### src/rtl/localbus_arbiter.sv
// Two-master round-robin arbiter and sequencer for the LocalBus. Handles
// single-beat transactions, waits out a fixed slave read latency and returns read data per master.
module localbus_arbiter #(
  parameter int XLEN     = 32,
  parameter int READ_LAT = 1
) (
  input  logic            clk,
  input  logic            rst_n,
  input  logic            m0_req,
  input  logic [XLEN-1:0] m0_addr,
  input  logic [XLEN-1:0] m0_wdata,
  input  logic [2:0]      m0_we,
  output logic            m0_gnt,
  output logic [XLEN-1:0] m0_rdata,
  output logic            m0_rvalid,
  input  logic            m1_req,
  input  logic [XLEN-1:0] m1_addr,
  input  logic [XLEN-1:0] m1_wdata,
  input  logic [2:0]      m1_we,
  output logic            m1_gnt,
  output logic [XLEN-1:0] m1_rdata,
  output logic            m1_rvalid,
  output logic [XLEN-1:0] bus_addr,
  output logic [XLEN-1:0] bus_qin,
  output logic [2:0]      bus_we,
  input  logic [XLEN-1:0] bus_qout,
  output logic            busy
);
  typedef enum logic [1:0] {S_IDLE, S_ISSUE, S_RDWAIT} state_t;

  localparam logic [1:0] CNT_INIT = 2'(READ_LAT - 1);

  state_t          r_state;
  state_t          w_next;
  logic            r_last_gnt;
  logic            r_owner;
  logic [XLEN-1:0] r_addr;
  logic [XLEN-1:0] r_qin;
  logic [2:0]      r_we;
  logic [1:0]      r_cnt;
  logic [XLEN-1:0] r_m0_rdata;
  logic [XLEN-1:0] r_m1_rdata;
  logic            r_m0_rvalid;
  logic            r_m1_rvalid;
  logic            w_accept;
  logic            w_pick1;
  logic            w_capture;

  // On a tie the master that was not granted last wins (r_last_gnt = 1 means m1).
  assign w_pick1   = m1_req & (~m0_req | ~r_last_gnt);
  assign w_accept  = (r_state == S_IDLE) & (m0_req | m1_req);
  assign w_capture = (r_state == S_RDWAIT) & (r_cnt == 2'd0);

  always_comb begin
    w_next = r_state;
    m0_gnt = 1'b0;
    m1_gnt = 1'b0;
    bus_we = 3'b000;
    busy   = 1'b1;
    case (r_state)
      S_IDLE: begin
        busy = 1'b0;
        if (w_accept) begin
          w_next = S_ISSUE;
          m0_gnt = ~w_pick1;
          m1_gnt = w_pick1;
        end
      end
      S_ISSUE: begin
        bus_we = r_we;
        w_next = (r_we != 3'b000) ? S_IDLE : S_RDWAIT;
      end
      S_RDWAIT: begin
        if (w_capture) w_next = S_IDLE;
      end
      default: w_next = S_IDLE;
    endcase
  end

  always_ff @(posedge clk) begin
    if (!rst_n) begin
      r_state     <= S_IDLE;
      r_last_gnt  <= 1'b1;
      r_owner     <= 1'b0;
      r_addr      <= '0;
      r_qin       <= '0;
      r_we        <= 3'b000;
      r_cnt       <= 2'd0;
      r_m0_rdata  <= '0;
      r_m1_rdata  <= '0;
      r_m0_rvalid <= 1'b0;
      r_m1_rvalid <= 1'b0;
    end else begin
      r_state     <= w_next;
      r_m0_rvalid <= w_capture & ~r_owner;
      r_m1_rvalid <= w_capture & r_owner;
      if (w_accept) begin
        r_owner    <= w_pick1;
        r_last_gnt <= w_pick1;
        r_addr     <= w_pick1 ? m1_addr  : m0_addr;
        r_qin      <= w_pick1 ? m1_wdata : m0_wdata;
        r_we       <= w_pick1 ? m1_we    : m0_we;
      end
      // Counter counts the remaining RDWAIT cycles before qout is sampled.
      if (r_state == S_ISSUE) begin
        r_cnt <= CNT_INIT;
      end else if ((r_state == S_RDWAIT) && (r_cnt != 2'd0)) begin
        r_cnt <= r_cnt - 2'd1;
      end
      if (w_capture && !r_owner) r_m0_rdata <= bus_qout;
      if (w_capture && r_owner)  r_m1_rdata <= bus_qout;
    end
  end

  assign bus_addr  = r_addr;
  assign bus_qin   = r_qin;
  assign m0_rdata  = r_m0_rdata;
  assign m1_rdata  = r_m1_rdata;
  assign m0_rvalid = r_m0_rvalid;
  assign m1_rvalid = r_m1_rvalid;

endmodule

### config.mk
export PLATFORM = sky130hd
export DESIGN_NAME = localbus_arbiter
export DESIGN_NICKNAME = d
export VERILOG_FILES = /design/src/rtl/localbus_arbiter.sv
export SDC_FILE = /design/constraint.sdc
export NUM_CORES = 1
export LEC_CHECK = 0
export ABC_AREA = 1
export CORE_MARGIN = 10
export CORE_UTILIZATION = 43
export CTS_CLUSTER_DIAMETER = 50
export DETAILED_ROUTE_END_ITERATION = 6
export PLACE_DENSITY = 0.94
export SLEW_MARGIN = 20
export SYNTH_ARGS = -nofsm -noshare
export SYNTH_HDL_FRONTEND = slang
export SYNTH_SLANG_ARGS = --single-unit
### constraint.sdc
create_clock -name clk -period 2.5 [get_ports clk]
set_input_delay 0.5 -clock clk [delete_from_list [all_inputs] [get_ports clk]]
set_output_delay 0.5 -clock clk [all_outputs]
set_load 0.005 [all_outputs]
==> flow_metrics.py <==
metrics = {
    "status": {
        "outcome": "completed",
    },
    "placement": {
        "place_area_um2": 8970,
        "hpwlAfterDp_um": 16300,
        "portBuffers": 305,
        "dp_cells": 1269,
        "finalWeightedCongestion": 0.835,
    },
    "worst_setup_path": {
        "cp.arrival_ns": 1.87,
        "r2r-start": "r_cnt[0]",
        "reg2reg_to": "m0_rdata[15]",
        "endpoint_kind": "output port",
        "slowest_stage": "clkdlybuf4s50_1",
        "rrSetupSlack_ns": 0.56,
        "crit_family": "buffers and inverters",
        "cp-start-kind": "primary input",
        "reg2reg_depth": 6,
        "crit_required_ns": 2.00,
        "cp_max_fo": 2,
        "critPathBufInv": 3,
        "cp_slowest_stage_delay_ns": 0.55,
        "cp_cell_sequence": "clkdlybuf4s50_1 > nand2_2 > nand2_2 > inv_1 > nor2_1 > clkdlybuf4s50_1",
        "path_class": "primary input to output port",
    },
    "clocking": {
        "cts.sinks": 139,
        "root_buffer": "clkbuf_16",
        "cts_buffers": 17,
        "cts_setup_buffers": 0,
        "htreeDepth": 4,
        "hold_buffers": 0,
        "clockBufferDepth": 2,
        "clk_latency_ns": 0.41,
        "cts_resized": 0,
        "cts_tree": "built",
        "clkTransAtPathRegs_ns": 0.06,
    },
    "finish": {
        "instances_no_fill": 1301,
        "seqCellArea_um2": 2780,
        "fin_nets": 1283,
        "area_growth_syn_to_layout_pct": 61.1,
        "fin_util": 0.715,
        "fillCellCount": 978,
        "multiInputGateArea_um2": 2760,
        "drive_gt1_frac": 0.0489,
        "antenna_cells": 0,
        "stdcell_area_um2": 9540,
    },
    "job": {
        "max-cap-violations": 0,
    },
    "pwr": {
        "irDropWorstVdd_v": 0.000436,
        "p_per_area_nw_per_um2": 636,
        "leakage_nw": 3.76,
    },
    "yosys": {
        "synth_most_common_cell": "nand2_1",
        "yosysTopAreaCell": "dfxtp_1",
        "synth_edf_count": 0,
        "ys_seq_area_frac": 0.470,
        "yosys-top-cells-count": "nand2_1, dfxtp_1, a21oi_1",
        "yosys_warnings": 0,
        "async_flop_share": 0,
        "synth_nets": 1019,
        "netlist_area_um2": 5920,
        "synth_area_leaders": "dfxtp_1, nand2_1, a21oi_1",
        "syn_inst": 848,
        "synth.distinct_cells": 23,
        "synth_seq_cells": 139,
        "synth_ff_type": "dfxtp_1",
        "yosysTopAreaCellShare": 0.470,
        "synth.avg_cell_area_um2": 6.98,
    },
    "grt": {
        "overflow": 0,
        "grt_pass1_wl_um": 34400,
        "grt_usage": 0.231,
        "grt_antenna_before_repair": 0,
        "first_global_vias": 6614,
        "grt_start_max_net_pins": 105,
    },
    "routing": {
        "wl_met2_um": 11100,
        "via_count": 6709,
        "wl_um": 22500,
        "maxUsedRoutingLayer": "met4",
        "via_per_inst": 5.16,
        "dr_wl_met3_um": 2710,
        "dr.pass1.iters": 5,
        "wl_met1_um": 7960,
        "ant_nets": 0,
        "remaining_drc_errors": 0,
        "wl_per_cell_um": 17.3,
        "drt-initial-drc-count": 450,
    },
    "timing": {
        "finalHoldViolations": 0,
        "rsz0062_at_grt": "no",
        "finalClockSkew_ns": 0.00950,
        "fmaxAchievable_ghz": 0.422,
        "timing_max_transition_violations_final": 0,
        "post-route-period-util": 0.947,
        "finalSetupViolCount": 0,
        "worst_pin_slew_ns": 0.726,
        "period_needed_ns": 2.37,
        "timing.hold.ws_ns": 0.460,
        "tns_ns": 0,
        "slew_headroom": 0.515,
    },
    "die": {
        "row_count": 42,
        "initial_core_util": 0.444,
        "pin_count": 306,
        "core_um2": 13300,
        "dieHeight_um": 137,
        "die-area_um2": 18900,
        "die_w_um": 137,
    },
    "min_path": {
        "hold_end": "m1_rdata[30]",
        "min-delay-start": "m1_rdata[30]",
        "min_path_cells": 2,
        "hp-class": "register to register",
    },
}
[stage by stage]
stage / power (mW) / worst slack [ns]
2_1_floorplan: 3.01 / 0.765
3_5_place_dp: 3.70 / 0.133
6_report: 6.07 / 0.132
3_3_place_gp: 3.67 / 0.167
4_1_cts: 6.11 / 0.130
5_1_grt: 6.33 / 0.0564
[cell families after synthesis]
logic type               Yosys count  share of synthesized area
AND/OR/NAND/NOR                  489                      0.346
flip-flops                       139                      0.470
AO/OA/AOI/OAI                    136                      0.116
buffers and inverters             83                     0.0667
adder cells (fa/ha/maj)            1                    0.00211
[metal layers]
| metal | up-vias | track usage |
|---|---|---|
| met4 | 0 | 0.0913 |
| li1 | 3295 | - |
| met5 | - | 0 |
| met3 | 46 | 0.0936 |
| met1 | 3018 | 0.243 |
| met2 | 350 | 0.402 |
[layout make-up]
cell class,count,share of cell area
timing repair buffer,315,0.331
clock buffer,18,0.0460
clock inverter,14,0.0140
multi-input combinational,626,0.289
tap,176,0.0231
inverter,13,0.00524
sequential,139,0.292
[worst max path at each step]
stage,from,end,slack (ns),cells past startpoint
floorplan,m1_req,m1_gnt,0.77,7
global placement,m0_req,m1_gnt,0.17,7
detailed placement,m0_req,m0_gnt,0.13,6
CTS,m0_req,m0_gnt,0.13,6
global route,m0_req,m1_gnt,0.06,7
finish,m0_req,m0_gnt,0.13,6
[worst reg2reg max path: cells and delay by family, from the launching register on]
family / cells / cell delay (ns)
adder cells (fa/ha/maj): 1 / 0.24
flip-flops: 1 / 0.31
AND/OR/NAND/NOR: 3 / 0.67
buffers and inverters: 2 / 0.65
[sequential cells by signal, indices dropped and copies added, names as in the netlist, 2 cells and up]
register  flops
bus_addr     32
r_we          3
m1_rdata     32
bus_qin      32
m0_rdata     32
r_state       2
r_cnt         2
[cell usage in the layout (no fill, tap or decap)]
| cell | instances |
|---|---|
| ha_1 | 1 |
| nand3_1 | 70 |
| a21oi_1 | 103 |
| o21ai_4 | 1 |
| buf_4 | 7 |
| bufinv_16 | 1 |
| clkbuf_8 | 1 |
| nand3_2 | 1 |
| nor2_2 | 1 |
| inv_6 | 6 |
| inv_8 | 1 |
| clkdlybuf4s50_1 | 304 |
| o21ai_0 | 32 |
| clkinvlp_4 | 4 |
| or2_2 | 1 |
| clkbuf_16 | 17 |
| nor3_1 | 1 |
| nand3b_4 | 1 |
| nand2_1 | 308 |
| nor2_8 | 1 |
| nand2_2 | 2 |
| clkinv_2 | 3 |
| inv_1 | 9 |
| buf_2 | 1 |
| nor2_1 | 71 |
| nand4_1 | 32 |
| inv_2 | 3 |
| dfxtp_1 | 139 |
| buf_12 | 3 |
[power by group]
| part | internal, mW | switching (mW) | total, mW |
|---|---|---|---|
| registers | 2.36 | 0.0816 | 2.44 |
| logic | 0.642 | 0.573 | 1.21 |
| clock network | 1.42 | 0.997 | 2.41 |
| total | 4.42 | 1.65 | 6.07 |
No activity file was read; power rests on OpenSTA's default activity.
